## config.mk

```make
export PLATFORM = sky130hd
export DESIGN_NAME = branch_predict_unit
export DESIGN_NICKNAME = d
export VERILOG_FILES = /design/src/rtl/branch_pkg.sv /design/src/rtl/btb_table.sv /design/src/rtl/branch_predict_unit.sv
export SDC_FILE = /design/constraint.sdc
export NUM_CORES = 1
export LEC_CHECK = 0
export CAP_MARGIN = 5
export CORE_ASPECT_RATIO = 1.1
export CORE_MARGIN = 2
export CORE_UTILIZATION = 54
export CTS_CLUSTER_DIAMETER = 30
export DETAILED_ROUTE_END_ITERATION = 6
export GPL_TIMING_DRIVEN = 1
export PLACE_DENSITY = 0.82
export SYNTH_ARGS = -nofsm -noshare
export SYNTH_HDL_FRONTEND = slang
export SYNTH_SLANG_ARGS = --single-unit
```

## constraint.sdc

```tcl
create_clock -name clk -period 6.5 [get_ports clk]
set_input_delay 1.95 -clock clk [delete_from_list [all_inputs] [get_ports clk]]
set_output_delay 1.95 -clock clk [all_outputs]
set_load 0.01 [all_outputs]
```

## src/rtl/branch_pkg.sv

```systemverilog
// Shared types and 2-bit saturating counter helpers for the branch predictor.
package branch_pkg;

  typedef enum logic [1:0] {BR_NONE, BR_BRANCH, BR_JAL, BR_JALR} br_type_e;
  typedef enum logic [1:0] {PC_SEQ, PC_TGT, PC_RCV} pc_sel_e;

  localparam logic [1:0] CTR_SNT = 2'b00;
  localparam logic [1:0] CTR_WNT = 2'b01;
  localparam logic [1:0] CTR_WT  = 2'b10;
  localparam logic [1:0] CTR_ST  = 2'b11;

  function automatic logic [1:0] sat2_inc(input logic [1:0] c);
    return (c == CTR_ST) ? CTR_ST : c + 2'd1;
  endfunction

  function automatic logic [1:0] sat2_dec(input logic [1:0] c);
    return (c == CTR_SNT) ? CTR_SNT : c - 2'd1;
  endfunction

endpackage

```

## src/rtl/btb_table.sv

```systemverilog
// Direct-mapped BTB + BHT storage: async lookup and training read ports, one sync write port.
module btb_table
  import branch_pkg::*;
#(
  parameter int XLEN    = 32,
  parameter int ENTRIES = 16,
  parameter int IDX_W   = $clog2(ENTRIES),
  parameter int TAG_W   = XLEN - IDX_W - 2
) (
  input  logic             clk,
  input  logic             rst_n,
  input  logic [IDX_W-1:0] rd_idx,
  output logic             rd_valid,
  output logic [TAG_W-1:0] rd_tag,
  output logic [XLEN-1:0]  rd_target,
  output logic [1:0]       rd_ctr,
  input  logic [IDX_W-1:0] tr_idx,
  output logic [1:0]       tr_ctr,
  input  logic             wr_en,
  input  logic [IDX_W-1:0] wr_idx,
  input  logic             wr_install,
  input  logic [TAG_W-1:0] wr_tag,
  input  logic [XLEN-1:0]  wr_target,
  input  logic [1:0]       wr_ctr
);

  logic [ENTRIES-1:0]      valid;
  logic [ENTRIES-1:0][1:0] ctr;
  logic [TAG_W-1:0]        tag_mem [ENTRIES];
  logic [XLEN-1:0]         tgt_mem [ENTRIES];

  assign rd_valid  = valid[rd_idx];
  assign rd_tag    = tag_mem[rd_idx];
  assign rd_target = tgt_mem[rd_idx];
  assign rd_ctr    = ctr[rd_idx];
  assign tr_ctr    = ctr[tr_idx];

  always_ff @(posedge clk or negedge rst_n) begin
    if (!rst_n) begin
      valid <= '0;
      ctr   <= {ENTRIES{CTR_WNT}};
    end else if (wr_en) begin
      ctr[wr_idx] <= wr_ctr;
      if (wr_install) valid[wr_idx] <= 1'b1;
    end
  end

  // Tag/target need no reset: they are only observed through valid.
  always_ff @(posedge clk) begin
    if (wr_en && wr_install) begin
      tag_mem[wr_idx] <= wr_tag;
      tgt_mem[wr_idx] <= wr_target;
    end
  end

endmodule

```

## src/rtl/branch_predict_unit.sv

```systemverilog
// IF-stage BTB/BHT prediction, EX-stage resolve with flush/pc-select, delayed training, perf counters.
module branch_predict_unit
  import branch_pkg::*;
#(
  parameter int XLEN    = 32,
  parameter int ENTRIES = 16,
  parameter int PERF_W  = 32
) (
  input  logic              clk,
  input  logic              rst_n,
  input  logic [XLEN-1:0]   if_pc,
  output logic              pred_taken,
  output logic [XLEN-1:0]   pred_target,
  input  logic              ex_valid,
  input  logic [XLEN-1:0]   ex_pc,
  input  logic [1:0]        ex_br_type,
  input  logic              ex_cond,
  input  logic [XLEN-1:0]   ex_target,
  input  logic              ex_pred_taken,
  input  logic [XLEN-1:0]   ex_pred_target,
  output logic [1:0]        pc_sel,
  output logic              flush,
  output logic [PERF_W-1:0] mispred_cnt,
  output logic [PERF_W-1:0] resolved_cnt
);

  localparam int IDX_W = $clog2(ENTRIES);
  localparam int TAG_W = XLEN - IDX_W - 2;

  typedef struct packed {
    logic             vld;
    br_type_e         br;
    logic             taken;
    logic [IDX_W-1:0] idx;
    logic [TAG_W-1:0] tag;
    logic [XLEN-1:0]  target;
  } train_t;

  logic             rd_valid;
  logic [TAG_W-1:0] rd_tag;
  logic [XLEN-1:0]  rd_target;
  logic [1:0]       rd_ctr, tr_ctr, wr_ctr;
  logic             hit, actual, is_cf, mispred;
  br_type_e         br_type;
  train_t           tr;
  logic             unused_pc_bits;

  assign unused_pc_bits = ^{if_pc[1:0], ex_pc[1:0]};
  assign br_type        = br_type_e'(ex_br_type);

  btb_table #(.XLEN(XLEN), .ENTRIES(ENTRIES), .IDX_W(IDX_W), .TAG_W(TAG_W)) u_btb (
    .clk        (clk),
    .rst_n      (rst_n),
    .rd_idx     (if_pc[IDX_W+1:2]),
    .rd_valid   (rd_valid),
    .rd_tag     (rd_tag),
    .rd_target  (rd_target),
    .rd_ctr     (rd_ctr),
    .tr_idx     (tr.idx),
    .tr_ctr     (tr_ctr),
    .wr_en      (tr.vld),
    .wr_idx     (tr.idx),
    .wr_install (tr.taken),
    .wr_tag     (tr.tag),
    .wr_target  (tr.target),
    .wr_ctr     (wr_ctr)
  );

  assign hit         = rd_valid && (rd_tag == if_pc[XLEN-1:IDX_W+2]) && rd_ctr[1];
  assign pred_taken  = hit;
  assign pred_target = hit ? rd_target : '0;

  assign actual  = (br_type == BR_BRANCH && ex_cond) || br_type == BR_JAL || br_type == BR_JALR;
  assign is_cf   = ex_valid && br_type != BR_NONE;
  assign mispred = is_cf && ((actual != ex_pred_taken) ||
                             (actual && ex_pred_taken && ex_pred_target != ex_target));
  assign flush   = mispred;

  always_comb begin
    pc_sel = PC_SEQ;
    if (mispred) pc_sel = actual ? PC_TGT : PC_RCV;
  end

  // Counter is read from the table in the write cycle, so a back-to-back
  // update to the same index already sees the previous write.
  always_comb begin
    wr_ctr = tr.taken ? sat2_inc(tr_ctr) : sat2_dec(tr_ctr);
    if (tr.br == BR_JAL) wr_ctr = CTR_ST;
  end

  always_ff @(posedge clk or negedge rst_n) begin
    if (!rst_n) begin
      tr <= '0;
    end else begin
      tr.vld    <= is_cf && br_type != BR_JALR;
      tr.br     <= br_type;
      tr.taken  <= actual;
      tr.idx    <= ex_pc[IDX_W+1:2];
      tr.tag    <= ex_pc[XLEN-1:IDX_W+2];
      tr.target <= ex_target;
    end
  end

  always_ff @(posedge clk or negedge rst_n) begin
    if (!rst_n) begin
      mispred_cnt  <= '0;
      resolved_cnt <= '0;
    end else begin
      if (is_cf && resolved_cnt != {PERF_W{1'b1}}) resolved_cnt <= resolved_cnt + 1'b1;
      if (mispred && mispred_cnt != {PERF_W{1'b1}}) mispred_cnt <= mispred_cnt + 1'b1;
    end
  end

endmodule

```

; Word level (Yosys, flattened, before mapping)
; Memory sizes are Yosys's and may differ from the RTL's.
; Index checks and enable logic that the tools add are counted.
[word_totals]
in_bits = 135
n_memories = 2
output_inout_bits = 100
word_cells = 84
regBits = 178
mem_bits_rw = 928
[op_classes]
n_reduce_logical = 18
n_lt_le_gt_ge = 3
n_mux = 20
n_bitwise = 1
eq_ne = 11
add_sub_neg = 4
[memory_table]
columns = name, depth, width, rd, rd_ports_with_merged_regs, wr, line_no
row1 = u_btb.tgt_mem, 16, 32, 1, 0, 1, btb_table.sv:30  ; logic [XLEN-1:0] tgt_mem [ENTRIES];
row2 = u_btb.tag_mem, 16, 26, 1, 0, 1, btb_table.sv:29  ; logic [TAG_W-1:0] tag_mem [ENTRIES];
[op_table]
columns = cell, n
row1 = $add 32x1->32 const B, 2
row2 = $ne 32x32->1 const B, 2
row3 = $bwmux 32, 1
row4 = $mux 32, 1
row5 = $ne 32x32->1, 1
row6 = $eq 26x26->1, 1
row7 = $mux 2, 9
row8 = $bmux 2 s4, 2
row9 = $or 16x16->16, 1
row10 = $logic_and 1x1->1, 12
row11 = $lt 4x5->1 const B, 2
row12 = $demux 2 s4, 1
row13 = $eq 2x2->1 const B, 4
row14 = $bmux 1 s4, 1
row15 = $demux 1 s4, 1
row16 = $ge 4x1->1 const B, 1
row17 = $mux 1, 4
row18 = $logic_or 1x1->1, 3
row19 = $add 2x1->2 const B, 1
row20 = $eq 2x1->1 const B, 1
row21 = $logic_not 2->1, 1
row22 = $ne 2x2->1 const B, 1
row23 = $reduce_and 2->1, 1
row24 = $reduce_bool 2->1, 1
row25 = 2 further kinds, 2

; Depth between registers and ports, before layout
; Gate-level depths: netlist of run 1.
[logic_depth]
ltp_word = 9
depth_mapped = 14
mapped_depth_nobuf = 7

; Modules after synthesis
; Synthesis of run 1 repeated with hierarchy kept, for this count alone.
[hier_totals]
hier_cells = 2073
area_unflattened_um2 = 42788.5
[by_module_without_submodules]
columns = module, instances, area_per_inst_um2, seq_area_each_um2, cells_per_inst
row1 = btb_table, 1, 37173.2, 29087.9, 1601
row2 = branch_predict_unit, 1, 5615.4, 3253.1, 472

; Least setup slack after synthesis of run 1
; OpenSTA, ideal clock, no wires.
[synth_path]
path_kind = input to output
from = input if_pc[3]
to = output pred_target[22]
n_path_buf = 6
slack_ns = -0.096
required_time_ns = 4.550
arrival_ns = 4.646
stages = 13
path_cell_list = buf_2 > buf_2 > buf_2 > buf_2 > clkbuf_1 > mux4_2 > mux2i_1 > xor2_1 > nand4_1 > o21ai_1 > clkbuf_1 > nand3_1 > nor4_2
[synth_via]
elab_chain_cells = 5
elab_cells_between_ends = 10
cone_classes = 1 x eq/ne / 5 x mux / 2 x reduce/logical / 2 x memory
[synth_rtl]
columns = element, line_no
row1 = from (decl), branch_predict_unit.sv:11  ; input logic [XLEN-1:0] if_pc,
row2 = $mem_v2 16x26 or $bmux 1 s4 (tied branches), n/a
row3 = $eq 26x26->1 or $mux 1 (tied branches), "branch_predict_unit.sv:69, btb_table.sv:32"
row4 = $logic_and 1x1->1 (2 in a row), branch_predict_unit.sv:69  ; assign hit = rd_valid && (rd_tag == if_pc[XLEN-1:IDX_W+2]) && rd_ctr[1];
row5 = $mux 32 (*), branch_predict_unit.sv:71  ; assign pred_target = hit ? rd_target : '0;
row6 = to (decl), branch_predict_unit.sv:13  ; output logic [XLEN-1:0] pred_target,
; Mark *: on every way between the ends. The rest lies on a longest branch, timed or not. The select of a mux whose other input is x is not followed.

; Worst setup path after layout of run 1
[layout_path]
from = input if_pc[2]
to = output pred_target[14]
; Same word-level chain as after synthesis.

==> reports/summary.txt, run 1 <==
Setup Crit Path Kind: in -> out
Tcrit/Tclk final: 108%
IO Pins: 235
Vias/cell: 6.53
Sinks on Clock Net: 1106
Status: complete, but fails checks
Synth area leader: edfxtp_1
Pwr/cell area: 343 nW/um^2
Final Hold Viols: 0
Placed insts: 3494
Hold Crit Class: reg -> reg
Die area: 83500 sq um
Delay of the slowest critical-path stage: 0.54 ns
H-tree depth: 4
Worst EP arrival: 5.08 ns
Final WL: 127000 um
Drt wl/cell: 32.9 um
Final slew viol count: 0
CP Buf/Inv Count: 6
Top-area cell type share of the netlist area: 63.6%
Design area: 55800 sq um
Critical path capture point type: output port
CP cell instances: buf_16, buf_16, mux4_2, mux2i_1, buf_4, xor2_1, o2111ai_1, a21oi_4, buf_12, buf_4, nand3_1, nor4_4, buf_2
Share of layout cells above drive strength 1: 35.8%
Gr usage total: 30.0%
Final RePlAce weighted congestion: 0.819
Worst Path Required: 4.55 ns
Clock period minus worst slack: 7.03 ns
Slew @ Worst Pin: 1.24 ns
Setup violators final: 33
CTS Buf Count: 167
Post-route DRC: 1
Syn. warnings: 0
Post-layout util: 69.5%
Max_cap viols: 0
Hold WS: 0.464 ns
Clk_lat worst skew: 0.78 ns
Vias in the first global route: 26071
Leakage: 19.7 nW
Largest delay contributor family on the critical path: buffers and inverters
Vias post-DR: 25148
DP HPWL: 62500 um
CP Depth: 13
Most frequent cell after synthesis: edfxtp_1
EDFF count, synth: 928
Syn_nets: 2278
Dominant synthesized flop cell: edfxtp_1
Syn avg cell area: 20.5 sq um
CTS Buffer Depth: 3
Layout Skew: 0.0593 ns
Rel. slew slack: 17.4%
CTS tree: built
Post-synthesis sequential area ratio: 73.8%
Die Ht: 303 um
Most instantiated cells after synthesis: 928 x edfxtp_1, 246 x mux4_2, 162 x dfrtp_1
IO buf count: 230
Netlist cell types: 69
Max VDD drop: 269 uV
Worst slack, placed: -1.06 ns
Async SR Flop Fraction: 16.1%
Nets: 2787
Setup crit start kind: input port
Starting DRT DRC Count: 3358
Core area: 80300 sq um
Clk root buf: clkbuf_16
Max Fanout on Critical Path: 18
Largest net degree at the start of global routing: 112
First-pass GRT wire length: 177000 um
Clock slew at reported path FFs: 0.05 ns
Die width: 276 um
WHS Path Cells: 1
Initial Util: 54.6%
GRT Residual Overflow: 0
Non-filler cells, final: 3852
Antenna Nets Post-Route: 0
Fin worst setup slack: -0.527 ns
Peak Freq: 142 MHz
RSZ-0062 raised after global routing: true
Highest-delay cell along the critical path: mux4_2
Synthesized instance count: 2140
Register-to-Register Path Depth: 4
# rows: 109
Synthesis-stage register bit count: 1106
First-pass iteration count of the detailed router: 7
P&R area growth vs syn: 27.3%
Failing checks: DRC, setup timing
Initial antenna violation count: 1
Largest cells by area after synthesis: edfxtp_1 64%, mux4_2 13%, dfrtp_1 9.2%, mux2_2 1.4%, xor2_1 1.3%
Cell Area, Synth: 43800 sq um
Placed instance area: 48500 sq um
cell usage in the layout, fill, tap and decap left out, types with 33 or more instances in the layout:
master           netlist  layout
edfxtp_1             928     928
nand2_1               40      40
buf_2                 29      33
xor2_1                66      65
nand3_1               72      61
xnor2_1               63      61
mux2i_1               57      50
buf_4                 12     163
nor2_1                36      35
mux2_2                53      52
clkbuf_16              0     169
dfrtp_1              162     162
mux4_2               246     253
clkdlybuf4s50_1        0     186
final timing paths:
check | start | to | slack (ns)
min reg2reg | u_btb.valid[8] | u_btb.valid[8] | 0.46
max in group asynchronous | rst_n | tr[58] | 3.88
min | u_btb.valid[8] | u_btb.valid[8] | 0.46
min in group asynchronous | rst_n | resolved_cnt[0] | 1.29
max reg2reg | tr[58] | u_btb.tag_mem[1][11] | 3.31
max | if_pc[2] | pred_target[14] | -0.53
kinds of logic after synthesis:
kind of cell             count (synthesis)  share of synthesized area, %
AO/OA/AOI/OAI                           75                          1.26
AND/OR/NAND/NOR                        335                          4.63
buffers and inverters                  120                          1.48
adder cells (fa/ha/maj)                  4                         0.108
multiplexers                           371                          16.2
flip-flops                            1106                          73.8
XOR/XNOR                               129                          2.58
cell type report:
type	instances	area, sq um
Antenna cell	2	5.00
Clock buffer	181	4290
Clock inverter	135	1870
Fill cell	4518	24500
Inverter	14	52.6
Multi-Input combinational cell	914	11500
Sequential cell	1106	32300
Tap cell	1054	1320
Timing Repair Buffer	446	4430
power by group:
group	leakage, nW	internal, mW	switching (mW)
sequential	10.6	7.94	0.234
clock	2.95	5.98	3.69
combinational	6.20	0.671	0.648
registers in the layout, summed over array words and instances (netlist names):
register	cells
u_btb.valid	16
u_btb.tag_mem	416
tr	66
u_btb.ctr	32
mispred_cnt	32
resolved_cnt	32
u_btb.tgt_mem	512
routing by layer:
metal	vias to the layer above	routed length [um]	GRT usage, %
met2	1942	65200	50.8
met5	-	0	0
met1	13004	43000	36.5
met4	0	6520	15.4
met3	364	12100	6.47
li1	9838	-	-
worst reg2reg max path, cell delays in order (launching register included):
cell,delay (ns)
dfrtp_1,0.81
nand2b_1,0.25
nor2_1,0.38
and2_4,0.61
buf_4,0.75
per-stage QoR:
step	power, mW	TNS (ns)
floorplan	8.87	0
global placement	9.40	-31.25
detailed placement	9.46	-31.56
CTS	19.1	-8.79
global route	19.6	-13.66
finish	19.2	-13.01
repair_timing:
action	CTS	global route
pin swaps	33	19
setup buffers	17	13
endpoints found under the setup margin	36	36
hold buffers	0	0
cloned	9	3
gates resized for setup	215	67
Power figures use the tool's default switching activity.
==> run 2, diff against run 1 <==
--- a/config.mk
+++ b/config.mk
@@ -12,7 +12,7 @@
 export CTS_CLUSTER_DIAMETER = 30
 export DETAILED_ROUTE_END_ITERATION = 6
 export GPL_TIMING_DRIVEN = 1
-export PLACE_DENSITY = 0.82
+export PLACE_DENSITY = 0.79
 export SYNTH_ARGS = -nofsm -noshare
 export SYNTH_HDL_FRONTEND = slang
 export SYNTH_SLANG_ARGS = --single-unit
==> constraint.sdc (replaced) <==
create_clock -name clk -period 7.1 [get_ports clk]
set_input_delay 2.13 -clock clk [delete_from_list [all_inputs] [get_ports clk]]
set_output_delay 2.13 -clock clk [all_outputs]
set_load 0.01 [all_outputs]
==> run 2 against run 1 <==
  * The flow finishes with violations (setup timing)
  * Via count is 1.5% lower
  * Clock skew is 0.022 ns lower
  * Setup slack better by 0.13 ns
  * Total power is 9.4% lower
  * Worst hold slack hardly changed
  * Clock power is 9.7% lower
  * Clock-buffer cell count is 18 higher
  * Global-route usage is 1.1 points lower
==> reports/summary.txt, run 2 (synthesized netlist as in run 1, its figures left out) <==
Status: complete, but fails checks
Failing checks: setup timing
Share of layout cells above drive strength 1: 34.0%
Final slew viol count: 0
Initial Util: 54.6%
Clk root buf: clkbuf_16
Fillers: 4649
Initial antenna violation count: 4
Register-to-Register Path Depth: 4
Worst setup path endpoint: pred_target[29]
Hold Crit Class: reg -> reg
Largest delay contributor family on the critical path: buffers and inverters
Layout Skew: 0.0373 ns
Max FFs per register: 512
CP cell instances: buf_16, buf_12, mux4_2, mux2i_1, xor2_1, nand3_1, or4_4, a2111o_2, buf_12, buf_16, buf_6, buf_6, buf_4, nor4_4, buf_2
R2r endpoint: u_btb.tag_mem[13][5]
Reg-to-Reg Start: tr[58]
P&R area growth vs syn: 26.6%
Drt wl/cell: 31.3 um
Antenna Nets Post-Route: 0
Setup crit start kind: input port
IO buf count: 230
Largest net degree at the start of global routing: 95
Clk_lat worst skew: 0.77 ns
First-pass iteration count of the detailed router: 6
Max Fanout on Critical Path: 5
Metal2 WL: 62300 um
Clock period minus worst slack: 7.49 ns
H-tree depth: 4
Post-layout util: 69.1%
Gr usage total: 28.9%
Vias/cell: 6.43
Largest regs: u_btb.tgt_mem: 512 flops, u_btb.tag_mem: 416 flops, tr: 66 flops
GRT Residual Overflow: 0
Final WL: 121000 um
Most frequent cells in the layout: 928 x edfxtp_1, 251 x mux4_2, 192 x clkdlybuf4s50_1
CP Depth: 15
CTS Buf Count: 177
Rel. slew slack: 18.5%
Worst Path Required: 4.97 ns
Clock slew at reported path FFs: 0.05 ns
Leakage: 19.6 nW
IO Pins: 235
Vias post-DR: 24770
# rows: 109
Max VDD drop: 253 uV
Hold buffers post-CTS: 0
CTS tree: built
Most common cell after layout, fill and taps aside: edfxtp_1
Pwr/cell area: 313 nW/um^2
Max_cap viols: 0
Sinks on Clock Net: 1106
Met3 wire length: 10400 um
Met1 WL: 42500 um
Die area: 83500 sq um
Die width: 276 um
DR top layer: met4
Worst EP arrival: 5.36 ns
DP HPWL: 61100 um
Peak Freq: 133 MHz
Final RePlAce weighted congestion: 0.840
Slew @ Worst Pin: 1.22 ns
Setup violators final: 33
Final Hold Viols: 0
Setup Crit Path Kind: in -> out
RSZ-0062 raised after global routing: true
Post-route DRC: 0
CTS Buffer Depth: 3
Sum Neg Setup Slack: -8.53 ns
Highest-delay cell along the critical path: a2111o_2
Critical path startpoint: if_pc[2]
CP Buf/Inv Count: 8
Nets: 2784
Worst slack, placed: -0.756 ns
Most flop-heavy register: u_btb.tgt_mem
# diodes: 0
Worst R2R Setup Slack: 3.88 ns
Core area: 80300 sq um
Tcrit/Tclk final: 106%
Starting DRT DRC Count: 3152
Die Ht: 303 um
Delay of the slowest critical-path stage: 0.55 ns
Tot Pwr: 17.4 mW
Critical path capture point type: output port
Vias in the first global route: 25808
Fin worst setup slack: -0.392 ns
First-pass GRT wire length: 172000 um
-- run 2: cell types whose count changed in the layout (fill, tap and decap cells not counted), moves of 10 or more --
cell       previous run  this run
clkinv_1              5        26
nand3_1              61        72
buf_8                 3        13
clkbuf_16           169       179
clkbuf_1              8        18
buf_4               163       145
-- run 2: worst register-to-register path, stage by stage (launching register included) --
cell	delay [ns]
dfrtp_1	0.83
nand2b_1	0.24
nor2_1	0.32
and2_4	0.68
buf_4	0.73
-- run 2: area by class of cell --
| type | count | area (sq um) | share of cell area [%] |
|---|---|---|---|
| flip-flops and latches | 1106 | 32300 | 58.3 |
| well taps | 1054 | 1320 | 2.38 |
| multi-input cells | 914 | 11400 | 20.5 |
| inverters | 14 | 55.1 | 0.0992 |
| clock inverters | 132 | 1580 | 2.85 |
| clock buffers | 199 | 4560 | 8.22 |
| repair buffers | 433 | 4280 | 7.71 |
-- run 2: power breakdown --
part	internal (mW)	switching, mW
sequential	7.27	0.205
clock	5.45	3.29
combinational	0.591	0.554
total	13.3	4.05
-- run 2: repair_timing --
action                                  4_1_cts  5_1_grt
gates resized for setup                     232       46
pin swaps                                    28       21
endpoints found under the setup margin       36       36
gates cloned                                  3        1
buffers inserted                             24       12
-- run 2: worst min path at each step --
stage | slack (ns) | from | endpoint | depth (start not counted)
after global routing | 0.49 | u_btb.valid[14] | u_btb.valid[14] | 1
final | 0.46 | u_btb.valid[14] | u_btb.valid[14] | 1
after global placement | 0.45 | u_btb.valid[13] | u_btb.valid[13] | 1
after floorplan | 0.43 | u_btb.valid[12] | u_btb.valid[12] | 1
after detailed placement | 0.45 | u_btb.valid[2] | u_btb.valid[2] | 1
after CTS | 0.46 | u_btb.valid[14] | u_btb.valid[14] | 1
-- run 2: through the flow --
step | std cells | hold WS [ns] | instance area, sq um
after floorplan | 2140 | 0.434 | 43800
after global placement | 3485 | 0.446 | 48400
after detailed placement | 3485 | 0.454 | 48400
after CTS | 3843 | 0.462 | 55200
after global routing | 3852 | 0.495 | 55500
final | 3852 | 0.463 | 55500
-- run 2: layer usage --
layer	GRT usage, %	vias up
met4	13.8	0
met2	48.9	1582
met1	36.5	13040
met5	0	-
li1	-	9842
met3	5.33	306
==> run 3, diff against run 2 <==
--- a/config.mk
+++ b/config.mk
@@ -6,7 +6,6 @@
 export NUM_CORES = 1
 export LEC_CHECK = 0
 export CAP_MARGIN = 5
-export CORE_ASPECT_RATIO = 1.1
 export CORE_MARGIN = 2
 export CORE_UTILIZATION = 54
 export CTS_CLUSTER_DIAMETER = 30
==> run 3 against run 2 <==
  * The flow still finishes with violations (setup timing)
  * Cell area rose by 0.87%
  * Cell count rose by 0.99%
  * Via count grew 1.8%
  * Combinational power grew 5%
  * Clock skew down 0.0051 ns
  * Routed wire length is 4.6% higher
  * Non-clock buffer count grew 32
  * Die area about the same
  * Maximum frequency grew 1.2%
  * Clock power is essentially flat
  * Sequential cell count unchanged
  * Critical path type unchanged
  * Largest cell class unchanged
  * Highest routed layer is now met5
==> reports/summary.txt, run 3 (synthesized netlist as in run 1, its figures left out) <==
Fillers: 4649
Setup Crit Path Kind: in -> out
Die Ht: 289 um
Sinks on Clock Net: 1106
Die width: 289 um
H-tree depth: 4
Pwr/cell area: 311 nW/um^2
CTS Buffer Depth: 3
First-pass iteration count of the detailed router: 7
P&R area growth vs syn: 27.7%
Gr usage total: 30.6%
Most common cell after layout, fill and taps aside: edfxtp_1
DP HPWL: 62800 um
Leakage: 19.8 nW
Antenna Nets Post-Route: 0
Hold_sp: u_btb.valid[8]
Hold Crit Class: reg -> reg
Delay of the slowest critical-path stage: 0.53 ns
Die area: 83500 sq um
Max FFs per register: 512
Rel. slew slack: 13.7%
IO buf count: 230
Vias post-DR: 25204
Clk_lat worst skew: 0.76 ns
Core area: 80400 sq um
GRT Residual Overflow: 0
Most Frequent Cell on Critical Path: buf_16
Final WL: 126000 um
Failing checks: setup timing
Clock period minus worst slack: 7.40 ns
Starting DRT DRC Count: 3369
Worst Path Required: 4.97 ns
R2r endpoint: u_btb.tag_mem[3][8]
Post-route DRC: 0
Final RePlAce weighted congestion: 0.834
# rows: 104
Highest-delay cell along the critical path: mux4_2
Layout Skew: 0.0322 ns
Peak Freq: 135 MHz
Clock slew at reported path FFs: 0.06 ns
Most frequent cells in the layout: 928 x edfxtp_1, 252 x mux4_2, 191 x clkdlybuf4s50_1
Final Hold Viols: 0
Fin worst setup slack: -0.302 ns
Most flop-heavy register: u_btb.tgt_mem
Vias/cell: 6.48
CTS tree: built
Worst EP arrival: 5.27 ns
Drt wl/cell: 32.4 um
Tcrit/Tclk final: 104%
CTS Buf Count: 174
Non-filler cells, final: 3890
First-pass GRT wire length: 181000 um
Share of layout cells above drive strength 1: 35.4%
IO Pins: 235
Sum Neg Setup Slack: -5.57 ns
Setup violators final: 33
CP Buf/Inv Count: 6
Clk root buf: clkbuf_16
Nets: 2813
Register-to-Register Path Depth: 4
Largest net degree at the start of global routing: 113
Final slew viol count: 0
Max Fanout on Critical Path: 6
CP cell instances: buf_16, buf_16, mux4_2, mux2i_2, xor2_1, nand3_1, or4_1, a2111o_2, buf_12, buf_16, buf_8, nor4_4, buf_2
Max VDD drop: 245 uV
Max_cap viols: 0
Worst R2R Setup Slack: 3.90 ns
Initial Util: 54.5%
Status: complete, but fails checks
RSZ-0062 raised after global routing: true
Placed insts: 3503
Critical path capture point type: output port
Initial antenna violation count: 5
Largest delay contributor family on the critical path: buffers and inverters
Reg-to-Reg Start: tr[58]
WHS Path Cells: 1
Worst Hold Path EP: u_btb.valid[8]
Largest regs: u_btb.tgt_mem: 512 flops, u_btb.tag_mem: 416 flops, tr: 66 flops
Slew @ Worst Pin: 1.29 ns
Vias in the first global route: 26369
Hold WS: 0.468 ns
Setup crit start kind: input port
## run 3: cell count changes in the layout (fill, tap and decap cells not counted), sizes merged
cell | before | now
diode | 0 | 2
clkbuf | 201 | 212
clkdlybuf4s50 | 192 | 191
clkinv | 69 | 41
dlymetal6s2s | 0 | 1
buf | 238 | 271
inv | 39 | 52
clkinvlp | 18 | 19
## run 3: how the worst max path moves through the flow
stage                  start              end  slack, ns  cells after the start
global route        if_pc[2]  pred_target[18]      -0.38                     13
finish              if_pc[2]  pred_target[18]      -0.30                     13
floorplan           if_pc[3]  pred_target[22]       0.14                     13
global placement    if_pc[2]   pred_target[9]      -0.79                     12
detailed placement  if_pc[2]  pred_target[12]      -0.83                     13
CTS                 if_pc[2]  pred_target[12]      -0.24                     13
## run 3: final cells by class
type	count	area, sq um	share of cell area, %
diodes	2	5.00	0.00894
well taps	1060	1330	2.37
repair buffers	465	4720	8.43
clock inverters	118	1420	2.53
clock buffers	211	4660	8.32
inverters	14	60.1	0.107
flip-flops and latches	1106	32300	57.8
multi-input cells	914	11400	20.5
## run 3: power by group
part           internal (mW)  total (mW)  switching (mW)
registers               7.27        7.48           0.208
clock network           5.50        8.75            3.26
logic                  0.617        1.20           0.584
total                   13.4        17.4            4.05
## run 3: repair_timing
action	CTS	global route
buffers inserted	36	16
hold endpoints to repair	0	0
setup endpoints to repair	36	36
gates resized for setup	256	48
cloned	11	0
pin swaps	37	23
hold buffers	0	0
## run 3: metrics by stage
stage	cell area (sq um)	util, %	total power, mW	setup WS [ns]
2_1_floorplan	43800	-	8.12	0.144
3_3_place_gp	48500	60.3	8.60	-0.789
3_5_place_dp	48500	60.3	8.66	-0.827
4_1_cts	55800	69.4	17.4	-0.243
5_1_grt	56000	69.6	17.8	-0.385
6_report	56000	69.6	17.4	-0.302
## run 3: metal layers
metal,track usage (%),vias up,wire length (um)
met1,38.9,13109,43500
li1,-,9906,-
met5,0,-,25
met2,50.4,1855,64000
met3,6.61,330,12900
met4,15.0,4,5540
## run 3: worst register-to-register path: cells and delay by family (launching register included)
| kind | cells | cell delay (ns) |
|---|---|---|
| buffers and inverters | 1 | 0.79 |
| DFF | 1 | 0.79 |
| and+or+nand+nor | 3 | 1.22 |
